<file path="src/rtl/instr_fetch_unit_if.sv">
// Fetch-unit bus: run-time fetch controls, program-load port and status outputs.
// The fetch unit connects through the slave modport; the driving side uses master.
interface instr_fetch_unit_if #(
  parameter int ADDR_W = 8,
  parameter int DATA_W = 16
);
  logic              ir_en;
  logic              incr_en;
  logic              pc_load;
  logic [ADDR_W-1:0] pc_load_val;
  logic              prog_mode;
  logic              prog_we;
  logic [ADDR_W-1:0] prog_addr;
  logic [DATA_W-1:0] prog_data;
  logic              restart;
  logic [DATA_W-1:0] instruction;
  logic [ADDR_W-1:0] pc;
  logic              halted;
  logic              loading;

  modport master (
    output ir_en, incr_en, pc_load, pc_load_val,
    output prog_mode, prog_we, prog_addr, prog_data, restart,
    input  instruction, pc, halted, loading
  );

  modport slave (
    input  ir_en, incr_en, pc_load, pc_load_val,
    input  prog_mode, prog_we, prog_addr, prog_data, restart,
    output instruction, pc, halted, loading
  );
endinterface

</file>
<file path="src/rtl/instr_fetch_unit.sv">
// Instruction fetch unit: program memory, pc, instruction register and RUN/LOAD/HALT control.
// Define IFU_HALT_DETECT_EN to make a fetched opcode 6'd16 stop the unit in HALT.
module instr_fetch_unit #(
  parameter int ADDR_W = 8,
  parameter int DATA_W = 16
) (
  input  logic                 clk,
  input  logic                 rst_n,
  instr_fetch_unit_if.slave    ifu
);

  localparam int DEPTH = 2 ** ADDR_W;

  typedef enum logic [1:0] {
    ST_RUN  = 2'd0,
    ST_LOAD = 2'd1,
    ST_HALT = 2'd2
  } state_t;

  state_t            state_q, state_d;
  logic [ADDR_W-1:0] pc_q, pc_d;
  logic [DATA_W-1:0] ir_q, ir_d;
  logic              loading_q;
  logic              mem_we;
  logic [DATA_W-1:0] fetch_word;

  // Program memory is deliberately left out of reset so a reload is not needed after rst_n.
  logic [DATA_W-1:0] mem [DEPTH];

  assign fetch_word = mem[pc_q];

`ifdef IFU_HALT_DETECT_EN
  localparam logic [5:0] HALT_OPC = 6'd16;
  logic halted_q;
  logic halt_hit;

  assign halt_hit = ifu.ir_en && (fetch_word[DATA_W-1 -: 6] == HALT_OPC);
`endif

  always_ff @(posedge clk or negedge rst_n) begin
    if (!rst_n) begin
      state_q   <= ST_RUN;
      pc_q      <= '0;
      ir_q      <= '0;
      loading_q <= 1'b0;
`ifdef IFU_HALT_DETECT_EN
      halted_q  <= 1'b0;
`endif
    end else begin
      state_q   <= state_d;
      pc_q      <= pc_d;
      ir_q      <= ir_d;
      loading_q <= (state_d == ST_LOAD);
`ifdef IFU_HALT_DETECT_EN
      halted_q  <= (state_d == ST_HALT);
`endif
    end
  end

  // prog_mode overrides every other transition, including a restart out of HALT.
  always_comb begin
    state_d = state_q;
    pc_d    = pc_q;
    ir_d    = ir_q;
    mem_we  = 1'b0;
    case (state_q)
      ST_RUN: begin
        if (ifu.ir_en) begin
          ir_d = fetch_word;
        end
        if (ifu.pc_load) begin
          pc_d = ifu.pc_load_val;
        end else if (ifu.incr_en) begin
          pc_d = pc_q + ADDR_W'(1);
        end
`ifdef IFU_HALT_DETECT_EN
        if (halt_hit) begin
          state_d = ST_HALT;
        end
`endif
      end
      ST_LOAD: begin
        mem_we = ifu.prog_we;
        if (!ifu.prog_mode) begin
          state_d = ST_RUN;
          pc_d    = '0;
          ir_d    = '0;
        end
      end
      ST_HALT: begin
        if (ifu.restart && !ifu.prog_mode) begin
          state_d = ST_RUN;
          pc_d    = '0;
          ir_d    = '0;
        end
      end
      default: begin
        state_d = ST_RUN;
        pc_d    = '0;
        ir_d    = '0;
      end
    endcase
    if (ifu.prog_mode) begin
      state_d = ST_LOAD;
    end
  end

  always_ff @(posedge clk) begin
    if (mem_we) begin
      mem[ifu.prog_addr] <= ifu.prog_data;
    end
  end

  assign ifu.instruction = ir_q;
  assign ifu.pc          = pc_q;
  assign ifu.loading     = loading_q;
`ifdef IFU_HALT_DETECT_EN
  assign ifu.halted      = halted_q;
`else
  assign ifu.halted      = 1'b0;
`endif

endmodule
</file>
<file path="src/flat_wrapper.sv">
// flat-port wrapper written by rule: the top's interface ports become plain ports
module instr_fetch_unit_flat 
#(
  parameter int ADDR_W = 8,
  parameter int DATA_W = 16
)
  (clk, rst_n, ifu_ir_en, ifu_incr_en, ifu_pc_load, ifu_pc_load_val, ifu_prog_mode, ifu_prog_we, ifu_prog_addr, ifu_prog_data, ifu_restart, ifu_instruction, ifu_pc, ifu_halted, ifu_loading);
  instr_fetch_unit_if #(.ADDR_W(ADDR_W), .DATA_W(DATA_W)) ifu_i ();
  input  logic clk;
  input  logic rst_n;
  input wire logic [$bits(ifu_i.ir_en)-1:0] ifu_ir_en;
  input wire logic [$bits(ifu_i.incr_en)-1:0] ifu_incr_en;
  input wire logic [$bits(ifu_i.pc_load)-1:0] ifu_pc_load;
  input wire logic [$bits(ifu_i.pc_load_val)-1:0] ifu_pc_load_val;
  input wire logic [$bits(ifu_i.prog_mode)-1:0] ifu_prog_mode;
  input wire logic [$bits(ifu_i.prog_we)-1:0] ifu_prog_we;
  input wire logic [$bits(ifu_i.prog_addr)-1:0] ifu_prog_addr;
  input wire logic [$bits(ifu_i.prog_data)-1:0] ifu_prog_data;
  input wire logic [$bits(ifu_i.restart)-1:0] ifu_restart;
  output wire logic [$bits(ifu_i.instruction)-1:0] ifu_instruction;
  output wire logic [$bits(ifu_i.pc)-1:0] ifu_pc;
  output wire logic [$bits(ifu_i.halted)-1:0] ifu_halted;
  output wire logic [$bits(ifu_i.loading)-1:0] ifu_loading;
  assign ifu_i.ir_en = ifu_ir_en;
  assign ifu_i.incr_en = ifu_incr_en;
  assign ifu_i.pc_load = ifu_pc_load;
  assign ifu_i.pc_load_val = ifu_pc_load_val;
  assign ifu_i.prog_mode = ifu_prog_mode;
  assign ifu_i.prog_we = ifu_prog_we;
  assign ifu_i.prog_addr = ifu_prog_addr;
  assign ifu_i.prog_data = ifu_prog_data;
  assign ifu_i.restart = ifu_restart;
  assign ifu_instruction = ifu_i.instruction;
  assign ifu_pc = ifu_i.pc;
  assign ifu_halted = ifu_i.halted;
  assign ifu_loading = ifu_i.loading;
  instr_fetch_unit #(.ADDR_W(ADDR_W), .DATA_W(DATA_W)) u_core (.clk(clk), .rst_n(rst_n), .ifu(ifu_i));
endmodule
</file>
<file path="config.mk">
export PLATFORM = sky130hd
export DESIGN_NAME = instr_fetch_unit_flat
export DESIGN_NICKNAME = d
export VERILOG_FILES = /design/src/rtl/instr_fetch_unit_if.sv /design/src/rtl/instr_fetch_unit.sv /design/src/flat_wrapper.sv
export SDC_FILE = /design/constraint.sdc
export NUM_CORES = 2
export LEC_CHECK = 0
export CAP_MARGIN = 20
export CORE_UTILIZATION = 31
export DETAILED_ROUTE_END_ITERATION = 12
export HOLD_SLACK_MARGIN = 0.08
export PLACE_DENSITY = 0.53
export SLEW_MARGIN = 10
export SYNTH_ARGS = -nofsm -noshare
export SYNTH_HDL_FRONTEND = slang
export SYNTH_SLANG_ARGS = --single-unit
</file>
<file path="constraint.sdc">
create_clock -name clk -period 2.46 [get_ports clk]
set_input_delay 0.246 -clock clk [delete_from_list [all_inputs] [get_ports clk]]
set_output_delay 0.246 -clock clk [all_outputs]
set_load 0.005 [all_outputs]
</file>
# --- Word level (Yosys, flattened, before mapping) ---
# Memory sizes are Yosys's and may differ from the RTL's.
# Cells that the tools add are included.
# W data, S select, Z words.
classes:
  addsub: 1
  n_eq_ne: 7
  n_mux: 15
  reduce_logical: 5
op_table:
  columns: ["cell", "n"]
  rows:
  - ["$mux W16", 3]
  - ["$pmux W16 S3", 1]
  - ["$mux W8", 4]
  - ["$pmux W8 S3", 1]
  - ["$add A8 B1 Y8 const B", 1]
  - ["$reduce_and A3 Y1", 2]
  - ["$eq A2 B1 Y1 const B", 2]
  - ["$mux W2", 2]
  - ["$ne A2 B2 Y1 const B", 2]
  - ["$pmux W2 S2", 1]
  - ["$mux W1", 3]
  - ["$ne A3 B3 Y1 const B", 1]
  - ["$eq A2 B2 Y1 const B", 1]
  - ["$logic_not A2 Y1", 1]
  - ["$ne A2 B1 Y1 const B", 1]
  - ["$logic_and A1 B1 Y1", 1]
  - ["$logic_not A1 Y1", 1]
word_totals:
  ff_bits: 27
  ram_bits: 4096
  inputBits: 40
  out_inout_bits: 26
  word_cells: 33
  memories: 1
mem_list:
  columns: ["name", "depth", "width", "rd", "rd_ports_with_merged_regs", "wr", "line_no", "rtl"]
  rows:
  - ["u_core.mem", 256, 16, 1, 0, 1, "instr_fetch_unit.sv:28", "logic [DATA_W-1:0] mem [DEPTH];"]

# --- Longest topological paths before layout ---
depth:
  ltp_word: 6
  depth_mapped: 13
  mapped_depth_nobuf: 6

# --- Worst setup path after synthesis ---
# OpenSTA, ideal clock, no wires.
synth_path:
  path_type: "register -> register"
  startpoint: "register u_core.pc_q[0], in the netlist u_core.ifu.pc[0]"
  endpoint: "register u_core.ir_q[15], in the netlist u_core.ifu.instruction[15]"
  setup_time_ns: 0.136
  arrival_time_ns: 2.464
  required_ns: 2.324
  path_slack_ns: -0.140
  path_stages_with_launch: 11
  n_path_buf: 5
  period_less_slack_ns: 2.600
  cell_sequence: "dfrtp_1 > buf_6 > buf_6 > buf_6 > buf_4 > buf_2 > mux4_2 > a22oi_1 > o22ai_1 > nor4_1 > o32ai_1"
synth_via:
  elab_chain_cells: 3
synth_lines:
  columns: ["element", "line_no", "rtl"]
  rows:
  - ["start, declared", "instr_fetch_unit.sv:21", "logic [ADDR_W-1:0] pc_q, pc_d;"]
  - ["start signal, assigned", "instr_fetch_unit.sv:51", "pc_q <= pc_d;"]
  - ["$mem_v2 Z256 W16", null, null]
  - ["$mux W16", "instr_fetch_unit.sv:68", "if (ifu.ir_en) begin"]
  - ["$pmux W16 S3", "instr_fetch_unit.sv:66", "case (state_q)"]
  - ["end signal, assigned", "instr_fetch_unit.sv:52", "ir_q <= ir_d;"]
  - ["end, declared", "instr_fetch_unit.sv:22", "logic [DATA_W-1:0] ir_q, ir_d;"]
# No other way between the ends. The select of a mux whose other input is x is not followed.
# A chain may end at the register's enable or synchronous reset.

# --- Worst setup path after layout ---
layout_path:
  startpoint: "register u_core.pc_q[1], in the netlist u_core.ifu.pc[1]"
  endpoint: "register u_core.ir_q[1], in the netlist u_core.ifu.instruction[1]"
# The elaborated chain is that of the path after synthesis.

==> impl_metrics.toml <==
[logic_synthesis]
synth.avg_cell_area_um2 = 22.2
synthArstFlopShare_pct = 0.655
ys.flop_type = "edfxtp_1"
synth_edf_count = 4096
ys_ff_latch = 4123
synth_cells = 7146
synthDistinctLibCells = 69
ys_seq_area_share_pct = 78.1
synth_area_leaders = "edfxtp_1 78%, mux4_2 13%, mux2i_1 2.1%, nor2_1 0.71%, a22oi_1 0.62%"
synth-warning-count = 0
syn-num-nets = 7187
synth_area_um2 = 158000
synth_top_area_cell = "edfxtp_1"
synth_top_area_share_pct = 77.6

[sta]
slew_headroom_pct = 25.4
drv_slew = 0
min_period_ns = 3.37
hold_slack_ns = 0.181
worst_pin_slew_ns = 1.12
max_clock_freq_mhz = 297
finalSetupViolations = 23
finClkSkew_ns = 0.117
finalHoldViolCount = 0
fin_crit_sh_pct = 137
rsz0062_at_grt = "yes"
layout_setup_ws_ns = -0.911

[min_path]
hp-class = "input pin to register"

[global_route]
grt_max_degree = 125
grtUsageMet3_pct = 5.11
grt_pass1_wl_um = 704000
use_met1_pct = 27.3
grtUsageTotal_pct = 19.7
grt_pass1_vias = 83669
grt-busiest-layer = "met2"
overflow = 0
antenna_found_initial = 36
gr-usage-met2_pct = 30.8

[job]
drv_cap = 0

[route]
vias = 84481
wl_per_cell_um = 32.9
vias_per_cell = 5.35
drc = 0
ant_nets = 0
first_pass_iters = 5
routed_wl_um = 520000
drt_iter0_drc = 10848

[clock_network]
clk_path_buf_depth = 4
cts_tree = "yes"
clkTransAtPathRegs_ns = 0.07
cts_root_buf = "clkbuf_16"
cts_sinks = 4123
clk_latency_ns = 1.04
cts_buffers = 425
htreeDepth = 5

[floorplan]
dieArea_um2 = 514000
die_h_um = 717
pin_count = 66
initial_utilization_pct = 31.1
rows = 262
core_area_um2 = 509000
die_x_um = 717

[placed_design]
placed_cell_area_um2 = 181000
gp_congestion = 0.931
place_hpwl_um = 331000
io_buffers = 64
dp.cells = 14768

[setup_path]
arrival_ns = 4.27
critPathKind = "register to register"
worst_path_most_repeated_cell = "buf_12"
path_cells = "buf_12 > buf_12 > bufbuf_16 > buf_6 > buf_4 > mux4_2 > mux2i_1 > a221oi_1 > buf_12 > a211o_1 > a32o_1"
required_ns = 3.36
end_kind = "register"
slowest_delay_ns = 0.54
startpoint_type = "register"
cp_slowest_cell = "dfrtp_4"
path_max_fanout = 15
reg2reg_slack_ns = -0.91

[finish]
num-fill-cells = 45046
fin_cells = 15795
multi_input_area_um2 = 34600
seq_area_um2 = 124000
drive_above_1_share_pct = 38.5
nets = 8744
area_growth_pct = 26.3
design_area_um2 = 200000

[run_status]
outcome = "finished with violations"
failed_checks = "negative setup slack"

[power]
leakage_nw = 63.4
p_per_area_nw_per_um2 = 815
irDropWorstVdd_uv = 647
## routing by layer
| metal | up-vias | part of all wire (%) |
|---|---|---|
| li1 | 33585 | - |
| met1 | 46093 | 41 |
| met2 | 4061 | 46 |
| met3 | 730 | 9.7 |
| met4 | 12 | 3.2 |
| met5 | - | 0.13 |
## power breakdown
| part | total [mW] | internal [mW] | switching, mW |
|---|---|---|---|
| Sequential | 77.7 | 77.3 | 0.347 |
| Clock | 63.8 | 36.1 | 27.7 |
| Combinational | 21.7 | 9.65 | 12.1 |
| Total | 163 | 123 | 40.1 |
## registers in the layout, indices dropped and copies added (netlist names)
| register | cells |
|---|---|
| u_core.ifu.instruction | 16 |
| u_core.ifu.pc | 8 |
| u_core.ifu.loading | 1 |
| u_core.mem | 4096 |
| u_core.state_q | 2 |
## cells in the final DEF, fill, tap and decap left out, drive strengths merged, types with 8 or more instances in the layout
cell type      instances
diode                 12
and3                   8
inv                   17
nand2b                 8
mux4                 945
a211oi                33
bufinv                39
nor3                  26
a31oi                 16
dlygate4sd3           21
o221ai                37
a22oi                130
buf                 1472
nor4                  10
mux2i                332
nand3                 44
o21ai                 71
o2111ai               11
nand2                149
o31ai                  9
clkinv               206
nor2                 301
edfxtp              4096
clkbuf               515
dfrtp                 27
o22ai                 59
a2111oi               20
a21oi                 96
mux2                  24
clkinvlp              11
nand4                  9
nor2b                 26
a221oi                54
bufbuf                18
clkdlybuf4s50         37
o32ai                 12
a22o                  31
a211o                  8
o211ai                29
## what timing repair did
item	in CTS	in global routing
hold endpoints to repair	3354	0
hold buffers	22	0
pin swaps	42	41
endpoints found under the setup margin	91	107
cloned	31	6
setup buffers	115	83
resized for setup	412	226
## logic make-up after synthesis
logic type | after synthesis | synth area share [%]
compound gates | 659 | 2.98
fa+ha+maj | 1 | 0.00790
other cells | 1 | 0.00237
flops | 4123 | 78.1
buf+inv | 435 | 1.49
mux | 1301 | 15.7
simple gates | 626 | 1.75
## synth_stat cells (16+ instances only)
master / instances
mux2_2: 24
a21oi_1: 96
buf_1: 31
nor3_1: 26
o211ai_1: 29
a31oi_1: 16
o21ai_0: 71
buf_4: 49
dfrtp_1: 27
nor2b_1: 26
buf_6: 43
a211oi_1: 33
nand3_1: 44
edfxtp_1: 4096
o22ai_1: 59
mux2i_1: 332
mux4_2: 945
a2111oi_0: 19
clkbuf_1: 168
o221ai_1: 37
buf_2: 134
nand2_1: 149
a22o_1: 31
nor2_1: 301
a22oi_1: 130
a221oi_1: 54
## worst paths after layout
path                                              to         startpoint  cells after the start
min in group asynchronous         u_core.ifu.loading              rst_n                      4
max reg2reg                u_core.ifu.instruction[1]   u_core.ifu.pc[1]                     11
max                        u_core.ifu.instruction[1]   u_core.ifu.pc[1]                     11
max in group asynchronous           u_core.ifu.pc[0]              rst_n                      4
min                               u_core.mem[236][0]   ifu_prog_data[0]                      2
min reg2reg                         u_core.ifu.pc[1]  u_core.state_q[1]                      2
## through the flow
stage / util, % / setup TNS [ns] / total power, mW / setup WS (ns)
finish: 39.3 / -12.22 / 163 / -0.911
global route: 39.3 / -12.47 / 167 / -0.870
CTS: 39.0 / -13.13 / 163 / -0.859
detailed placement: 35.5 / -215.33 / 97.8 / -1.58
global placement: 35.5 / -155.34 / 97.7 / -2.39
floorplan: - / -20.24 / 87.4 / -0.0378
## worst max-delay path: cells and delay by family (launching register included)
kind | cells | cell delay (ns)
mux | 2 | 0.66
buf+inv | 6 | 1.19
compound gates | 3 | 0.82
flops | 1 | 0.54
## area by class of cell
cell class | instances | area share, %
well taps | 6732 | 4.21
clock buffers | 508 | 5.49
inverters | 6 | 0.0150
multi-input cells | 2588 | 17.3
diodes | 12 | 0.0150
clock inverters | 267 | 1.35
repair buffers | 1559 | 9.81
flip-flops and latches | 4123 | 61.8
Power figures use the tool's default switching activity.
